--- src/rtl/multicycle_control_if.sv ---
// Control bundle between the multi-cycle MIPS control FSM (master) and the datapath (slave).
// MC_PERF_COUNT_EN adds the instr_count/stall_count performance counters.
interface multicycle_control_if;
   logic [5:0]  opcode;
   logic        zero;
   logic        mem_ready;
   logic [2:0]  selAlu;
   logic        pc_en;
   logic [1:0]  pc_src;
   logic        iord;
   logic        mem_rd;
   logic        mem_wr;
   logic        ir_write;
   logic        reg_write;
   logic        reg_dst;
   logic        mem_to_reg;
   logic        alu_src_a;
   logic [1:0]  alu_src_b;
   logic        illegal;
`ifdef MC_PERF_COUNT_EN
   logic [31:0] instr_count;
   logic [31:0] stall_count;
`endif

   modport master (
      input  opcode, zero, mem_ready,
      output selAlu, pc_en, pc_src, iord, mem_rd, mem_wr, ir_write, reg_write,
             reg_dst, mem_to_reg, alu_src_a, alu_src_b, illegal
`ifdef MC_PERF_COUNT_EN
      , output instr_count, stall_count
`endif
   );

   modport slave (
      output opcode, zero, mem_ready,
      input  selAlu, pc_en, pc_src, iord, mem_rd, mem_wr, ir_write, reg_write,
             reg_dst, mem_to_reg, alu_src_a, alu_src_b, illegal
`ifdef MC_PERF_COUNT_EN
      , input instr_count, stall_count
`endif
   );
endinterface

--- src/rtl/multicycle_control.sv ---
// Main control FSM for the multi-cycle MIPS datapath (R-type, ADDI/ANDI/ORI/SLTI, LW, SW, BEQ).
// Optional MC_PERF_COUNT_EN: retired-instruction and memory-stall counters.
module multicycle_control #(
   parameter int OP_W = 6
) (
   input  logic                 clk,
   input  logic                 rst,
   multicycle_control_if.master bus
);
   localparam logic [OP_W-1:0] OP_R    = OP_W'(6'b000000);
   localparam logic [OP_W-1:0] OP_LW   = OP_W'(6'b100011);
   localparam logic [OP_W-1:0] OP_SW   = OP_W'(6'b101011);
   localparam logic [OP_W-1:0] OP_BEQ  = OP_W'(6'b000100);
   localparam logic [OP_W-1:0] OP_ADDI = OP_W'(6'b001000);
   localparam logic [OP_W-1:0] OP_ANDI = OP_W'(6'b001100);
   localparam logic [OP_W-1:0] OP_ORI  = OP_W'(6'b001101);
   localparam logic [OP_W-1:0] OP_SLTI = OP_W'(6'b001010);

   typedef enum logic [3:0] {
      FETCH, DECODE, MEM_ADDR, MEM_RD, MEM_WB, MEM_WR,
      EXEC_R, R_WB, EXEC_I, I_WB, BRANCH
   } state_t;

   state_t state, nxt;

   logic [2:0] sel_alu;
   logic       pc_en, iord, mem_rd, mem_wr, ir_write, reg_write, reg_dst, mem_to_reg;
   logic       alu_src_a, illegal;
   logic [1:0] pc_src, alu_src_b;

   always_ff @(posedge clk or posedge rst) begin
      if (rst) state <= FETCH;
      else     state <= nxt;
   end

   always_comb begin
      nxt        = FETCH;
      sel_alu    = 3'b000;
      pc_en      = 1'b0;
      pc_src     = 2'b00;
      iord       = 1'b0;
      mem_rd     = 1'b0;
      mem_wr     = 1'b0;
      ir_write   = 1'b0;
      reg_write  = 1'b0;
      reg_dst    = 1'b0;
      mem_to_reg = 1'b0;
      alu_src_a  = 1'b0;
      alu_src_b  = 2'b00;
      illegal    = 1'b0;
      // Outputs are forced low for the whole reset window, not just after the next edge.
      if (!rst) begin
         case (state)
            FETCH: begin
               mem_rd    = 1'b1;
               alu_src_b = 2'b01;
               sel_alu   = 3'b001;
               ir_write  = bus.mem_ready;
               pc_en     = bus.mem_ready;
               nxt       = bus.mem_ready ? DECODE : FETCH;
            end
            DECODE: begin
               alu_src_b = 2'b11;
               sel_alu   = 3'b001;
               case (bus.opcode)
                  OP_R:                               nxt = EXEC_R;
                  OP_LW, OP_SW:                       nxt = MEM_ADDR;
                  OP_BEQ:                             nxt = BRANCH;
                  OP_ADDI, OP_ANDI, OP_ORI, OP_SLTI:  nxt = EXEC_I;
                  default: begin
                     illegal = 1'b1;
                     nxt     = FETCH;
                  end
               endcase
            end
            MEM_ADDR: begin
               alu_src_a = 1'b1;
               alu_src_b = 2'b10;
               sel_alu   = 3'b001;
               nxt       = (bus.opcode == OP_LW) ? MEM_RD : MEM_WR;
            end
            MEM_RD: begin
               mem_rd = 1'b1;
               iord   = 1'b1;
               nxt    = bus.mem_ready ? MEM_WB : MEM_RD;
            end
            MEM_WB: begin
               reg_write  = 1'b1;
               mem_to_reg = 1'b1;
            end
            MEM_WR: begin
               mem_wr = 1'b1;
               iord   = 1'b1;
               nxt    = bus.mem_ready ? FETCH : MEM_WR;
            end
            EXEC_R: begin
               alu_src_a = 1'b1;
               nxt       = R_WB;
            end
            R_WB: begin
               reg_write = 1'b1;
               reg_dst   = 1'b1;
            end
            EXEC_I: begin
               alu_src_a = 1'b1;
               alu_src_b = 2'b10;
               case (bus.opcode)
                  OP_ORI:  sel_alu = 3'b010;
                  OP_ANDI: sel_alu = 3'b011;
                  OP_SLTI: sel_alu = 3'b100;
                  default: sel_alu = 3'b001;
               endcase
               nxt = I_WB;
            end
            I_WB: reg_write = 1'b1;
            BRANCH: begin
               alu_src_a = 1'b1;
               sel_alu   = 3'b101;
               pc_src    = 2'b01;
               pc_en     = bus.zero;
            end
            default: nxt = FETCH;
         endcase
      end
   end

   assign bus.selAlu     = sel_alu;
   assign bus.pc_en      = pc_en;
   assign bus.pc_src     = pc_src;
   assign bus.iord       = iord;
   assign bus.mem_rd     = mem_rd;
   assign bus.mem_wr     = mem_wr;
   assign bus.ir_write   = ir_write;
   assign bus.reg_write  = reg_write;
   assign bus.reg_dst    = reg_dst;
   assign bus.mem_to_reg = mem_to_reg;
   assign bus.alu_src_a  = alu_src_a;
   assign bus.alu_src_b  = alu_src_b;
   assign bus.illegal    = illegal;

`ifdef MC_PERF_COUNT_EN
   logic [31:0] icnt, scnt;
   logic        retire, stall;

   // Retire on the edge that re-enters FETCH from a completed instruction; illegal decode excluded.
   assign retire = (state == MEM_WB) || (state == R_WB) || (state == I_WB) ||
                   (state == BRANCH) || ((state == MEM_WR) && bus.mem_ready);
   assign stall  = ((state == FETCH) || (state == MEM_RD) || (state == MEM_WR)) &&
                   !bus.mem_ready;

   always_ff @(posedge clk or posedge rst) begin
      if (rst) begin
         icnt <= 32'd0;
         scnt <= 32'd0;
      end else begin
         if (retire) icnt <= icnt + 32'd1;
         if (stall)  scnt <= scnt + 32'd1;
      end
   end

   assign bus.instr_count = icnt;
   assign bus.stall_count = scnt;
`endif
endmodule

--- src/flat_wrapper.sv ---
// flat-port wrapper written by rule: the top's interface ports become plain ports
module multicycle_control_flat 
#(
   parameter int OP_W = 6
)
  (clk, rst, bus_opcode, bus_zero, bus_mem_ready, bus_selAlu, bus_pc_en, bus_pc_src, bus_iord, bus_mem_rd, bus_mem_wr, bus_ir_write, bus_reg_write, bus_reg_dst, bus_mem_to_reg, bus_alu_src_a, bus_alu_src_b, bus_illegal);
  multicycle_control_if bus_i ();
  input  logic clk;
  input  logic rst;
  input wire logic [$bits(bus_i.opcode)-1:0] bus_opcode;
  input wire logic [$bits(bus_i.zero)-1:0] bus_zero;
  input wire logic [$bits(bus_i.mem_ready)-1:0] bus_mem_ready;
  output wire logic [$bits(bus_i.selAlu)-1:0] bus_selAlu;
  output wire logic [$bits(bus_i.pc_en)-1:0] bus_pc_en;
  output wire logic [$bits(bus_i.pc_src)-1:0] bus_pc_src;
  output wire logic [$bits(bus_i.iord)-1:0] bus_iord;
  output wire logic [$bits(bus_i.mem_rd)-1:0] bus_mem_rd;
  output wire logic [$bits(bus_i.mem_wr)-1:0] bus_mem_wr;
  output wire logic [$bits(bus_i.ir_write)-1:0] bus_ir_write;
  output wire logic [$bits(bus_i.reg_write)-1:0] bus_reg_write;
  output wire logic [$bits(bus_i.reg_dst)-1:0] bus_reg_dst;
  output wire logic [$bits(bus_i.mem_to_reg)-1:0] bus_mem_to_reg;
  output wire logic [$bits(bus_i.alu_src_a)-1:0] bus_alu_src_a;
  output wire logic [$bits(bus_i.alu_src_b)-1:0] bus_alu_src_b;
  output wire logic [$bits(bus_i.illegal)-1:0] bus_illegal;
  assign bus_i.opcode = bus_opcode;
  assign bus_i.zero = bus_zero;
  assign bus_i.mem_ready = bus_mem_ready;
  assign bus_selAlu = bus_i.selAlu;
  assign bus_pc_en = bus_i.pc_en;
  assign bus_pc_src = bus_i.pc_src;
  assign bus_iord = bus_i.iord;
  assign bus_mem_rd = bus_i.mem_rd;
  assign bus_mem_wr = bus_i.mem_wr;
  assign bus_ir_write = bus_i.ir_write;
  assign bus_reg_write = bus_i.reg_write;
  assign bus_reg_dst = bus_i.reg_dst;
  assign bus_mem_to_reg = bus_i.mem_to_reg;
  assign bus_alu_src_a = bus_i.alu_src_a;
  assign bus_alu_src_b = bus_i.alu_src_b;
  assign bus_illegal = bus_i.illegal;
  multicycle_control #(.OP_W(OP_W)) u_core (.clk(clk), .rst(rst), .bus(bus_i));
endmodule
--- config.mk ---
export PLATFORM = sky130hd
export DESIGN_NAME = multicycle_control_flat
export DESIGN_NICKNAME = d
export VERILOG_FILES = /design/src/rtl/multicycle_control_if.sv /design/src/rtl/multicycle_control.sv /design/src/flat_wrapper.sv
export SDC_FILE = /design/constraint.sdc
export NUM_CORES = 1
export LEC_CHECK = 0
export ABC_AREA = 0
export BUFFER_PORTS_ARGS = -buffer_cell sky130_fd_sc_hd__buf_2
export CORE_MARGIN = 4
export CORE_UTILIZATION = 46
export CTS_CLUSTER_SIZE = 28
export DETAILED_ROUTE_END_ITERATION = 6
export GPL_TIMING_DRIVEN = 1
export PLACE_DENSITY = 0.89
export REMOVE_ABC_BUFFERS = 1
export SETUP_SLACK_MARGIN = 0.3
export SLEW_MARGIN = 20
export SYNTH_ARGS = -nofsm -noshare
export SYNTH_HDL_FRONTEND = slang
export SYNTH_SLANG_ARGS = --single-unit
--- constraint.sdc ---
create_clock -name clk -period 1.9 [get_ports clk]
set_input_delay 0.19 -clock clk [delete_from_list [all_inputs] [get_ports clk]]
set_output_delay 0.19 -clock clk [all_outputs]
set_load 0.03 [all_outputs]
# Word level (Yosys, flattened, before mapping)
# Cells that the tools add are included.
# op_classes
eq_ne,17
muxes,35
reduce_logical,11
# op_table
cell,n
$pmux W4 S7,1
$eq A6 B4 Y1 const B,4
$mux W1,22
$pmux W3 S3,2
$eq A4 B3 Y1 const B,4
$pmux W4 S4,1
$eq A4 B4 Y1 const B,3
$eq A6 B6 Y1 const B,2
$mux W3,4
$eq A4 B2 Y1 const B,2
$reduce_or A2 Y1,4
$reduce_or A4 Y1,2
$reduce_or A8 Y1,1
$eq A6 B3 Y1 const B,1
$logic_not A6 Y1,1
$pmux W2 S3,1
$reduce_or A3 Y1,2
$eq A4 B1 Y1 const B,1
$logic_not A4 Y1,1
$mux W2,2
$mux W4,1
$pmux W1 S2,1
# totals
ff_bits,4
in_bits,10
output_inout_bits,17
word_cells,64

# Logic depth before layout (Yosys ltp)
# logic_depth
ltp_word,5
mapped_depth,5
depth_no_buf,4

# Worst setup path after synthesis
# No wires, ideal clock.
# synth_path
path_type,register to output
start,register u_core.state[3]
end,output port bus_pc_en
arrival_time_ns,1.847
slack_ns,-0.137
path_stages_with_launch,4
path_buffers,0
path_cell_list,dfrtp_1 or3_4 nor3_1 a21o_1
# synth_between
elab_chain_cells,3
elab_cells_between_ends,4
cone_classes,1 x eq/ne; 2 x mux; 1 x reduce/logical
# synth_lines
item,line,source
"start, declared",multicycle_control.sv:24,"state_t state, nxt;"
"start signal, assigned",multicycle_control.sv:33,else state <= nxt;
$eq A4 B4 Y1 or $logic_not A4 Y1 (tied branches),multicycle_control.sv:53,case (state)
$pmux W1 S2 (*),multicycle_control.sv:53,
$mux W1 (*),multicycle_control.sv:52,if (!rst) begin
"end, declared",flat_wrapper.sv:14,output wire logic [$bits(bus_i.pc_en)-1:0] bus_pc_en;
# Every way passes the cells marked *; elsewhere a longest branch is shown, timed or not.

# Worst setup path after layout
# layout_path
start,register u_core.state[3]
end,output port bus_illegal
# layout_between
elab_chain_cells,3
# layout_lines
item,line,source
$eq A4 B1 Y1,multicycle_control.sv:53,
$mux W1,multicycle_control.sv:53,
$mux W1,multicycle_control.sv:52,
"end, declared",flat_wrapper.sv:25,output wire logic [$bits(bus_i.illegal)-1:0] bus_illegal;
# No other way between the ends.

==> flow_summary.ini <==
[power_and_ir_drop]
ir_worst_vdd_v = 0.0003919
p_leak_nw = 0.4374
powerDensity_mw_per_mm2 = 355.9

[logic_synthesis]
synth-edff-count = 0
avgSynthCellArea_um2 = 7.066
synthCells = 88
synth_ff_type = dfrtp_1
synthTopCellsByArea = dfrtp_1 (16%), nor2_1 (7.2%), nand2b_1 (7.0%)
synth_cell_types = 41
synth_fa_ha_area_frac = 0
yosys.area.top_type = dfrtp_1
synth_xor_xnor_area_share = 0.01408
yosys_warnings = 0
synth.area.mux_share = 0.01811
ys_seq_area_frac = 0.1610
netlist_area_um2 = 621.8
yosysTopAreaCellShare = 0.1610
synth_top_family_by_area = simple AND/OR/NAND/NOR gates
synthArstFlopShare = 1.000
ys_seq_elements = 4
synth-simple-area-share = 0.4386
synth_compound_area_frac = 0.2676

[floorplan]
core_area_mm2 = 0.001186
rows = 12
fp.dieH_um = 44.77
die_area_mm2 = 0.002004
die_w_um = 44.77
io_pins = 27
initial_utilization = 0.5243

[setup_path]
cp_slowest_cell = or3_4
crit_buf_inv = 1
start_kind = flip-flop
cp-end-kind = primary output
worstPathRequired_ns = 1.71
slowest_delay_ns = 0.44
crit_family = simple AND/OR/NAND/NOR gates
crit_type = flip-flop to primary output
r2r_setup_slack_ns = 0.50
path_max_fanout = 5
path_cells = or3_4, nor2_4, o311ai_1, nor2_1, buf_4
arrival_ns = 1.60

[cts]
cts_num_sinks = 4
insertion_delay_ns = 0.24
htree_num_levels = 1
cts_root_buf = clkbuf_4
cts_inserted_buffers = 3
clk_path_buf_depth = 2
clkSlewWorstSetupHoldPaths_ns = 0.03
cts_tree = yes

[place]
gp_congestion = 0.8043
portBuffers = 25
hpwl_mm = 1.310

[cells_and_area]
nets = 132
syn_to_final_growth_pct = 52.31
top_register = u_core.state
layout_commonest_cell = buf_4
final_cell_mix = buf_4 (15), buf_2 (14), nor2_1 (12)
top_regs = u_core.state: 4 flops
layout-drive-gt1-share = 0.4917
largest_register_ffs = 4
num_antenna_cells = 0
nFillCells = 80

[sta]
fmaxAchievable_mhz = 559.6
fin_crit_ns = 1.787
setup_viol = 0
finalCritPeriodShare = 0.9406
fin_skew_ns = 0.003966
rsz0062_at_grt = yes
worst_hold_slack_ns = 0.2281
slew_violations = 0
hold_viol = 0
tns_ns = 0

[routing]
wl_mm = 2.037
postRouteAntennaNets = 0
drt_iter0_drc = 9
via_count = 799
drc = 0
wl_per_cell_um = 15.20
firstDrtPassIters = 4
vias_per_cell = 5.963

[global_routing]
grt_pass1_wl_mm = 2.787
antenna_found_initial = 0
grt_overflow = 0
grt_usage = 0.1895
grt_pass1_vias = 648
grt_max_degree = 18

[flow_run]
cap_violations = 0

[run_status]
outcome = finished, final reports clean

[hold_path]
hold_class = input pin to flip-flop
==> cells in the mapped netlist, drive strengths merged, types with 2 or more instances <==
master  count
a21oi       5
a31oi       3
a41oi       2
buf         8
dfrtp       4
inv         3
nand2       4
nand2b      7
nor2       15
nor2b       4
nor3        5
nor4        3
o21a        2
o311ai      2
o41ai       2
or3         2
==> cell type report <==
class	count	area, µm²	area share
tap	14	17.52	0.01849
sequential	4	101.3	0.1070
multi-input combinational	73	523.0	0.5522
clock buffer	3	22.52	0.02378
inverter	3	11.26	0.01189
timing repair buffer	37	271.5	0.2867
==> power breakdown <==
part / total [mW] / internal, mW / switching, mW
Combinational: 0.140 / 0.0543 / 0.0852
Clock: 0.108 / 0.0708 / 0.0370
Sequential: 0.0897 / 0.0878 / 0.00198
Total: 0.337 / 0.213 / 0.124
==> path summary, 6_finish.rpt <==
kind	end	startpoint	depth (start not counted)
max	bus_illegal	u_core.state[3]	5
min	u_core.state[1]	bus_opcode[4]	2
max reg2reg	u_core.state[1]	u_core.state[2]	6
min reg2reg	u_core.state[0]	u_core.state[3]	2
max in group asynchronous	u_core.state[3]	rst	3
min in group asynchronous	u_core.state[2]	rst	3
==> kinds of logic (layout without fill, tap and decap cells) <==
logic type,after synthesis,count (layout)
XOR/XNOR,1,1
AO/OA/AOI/OAI,23,23
other,1,1
AND/OR/NAND/NOR,47,47
multiplexers,1,1
buffers and inverters,11,43
flip-flops,4,4
==> metal layers <==
layer  vias up  GRT usage  part of all wire
met5         -          0                 0
met3         8    0.04781             0.057
met4         0    0.07229             0.030
met1       368     0.2344              0.40
met2        34     0.3123              0.51
li1        389          -                 -
==> repair_timing <==
item	4_1_cts	5_1_grt
gates cloned	0	0
hold endpoints to repair	4	0
gates resized for setup	14	21
pin swaps	8	6
setup endpoints to repair	11	12
hold buffers	1	0
setup buffers	3	4
==> metrics by stage <==
stage	area (µm²)	total power, mW	utilization	std cells	worst slack [ns]
floorplan	574.3	0.1618	-	80	-0.2174
global placement	747.0	0.2026	0.6297	123	0.2678
detailed placement	747.0	0.2053	0.6297	123	0.2552
CTS	840.8	0.3237	0.7089	130	0.09905
global route	947.2	0.3581	0.7985	134	0.04291
finish	947.2	0.3371	0.7985	134	0.1129
(Power assumes the default switching activity.)
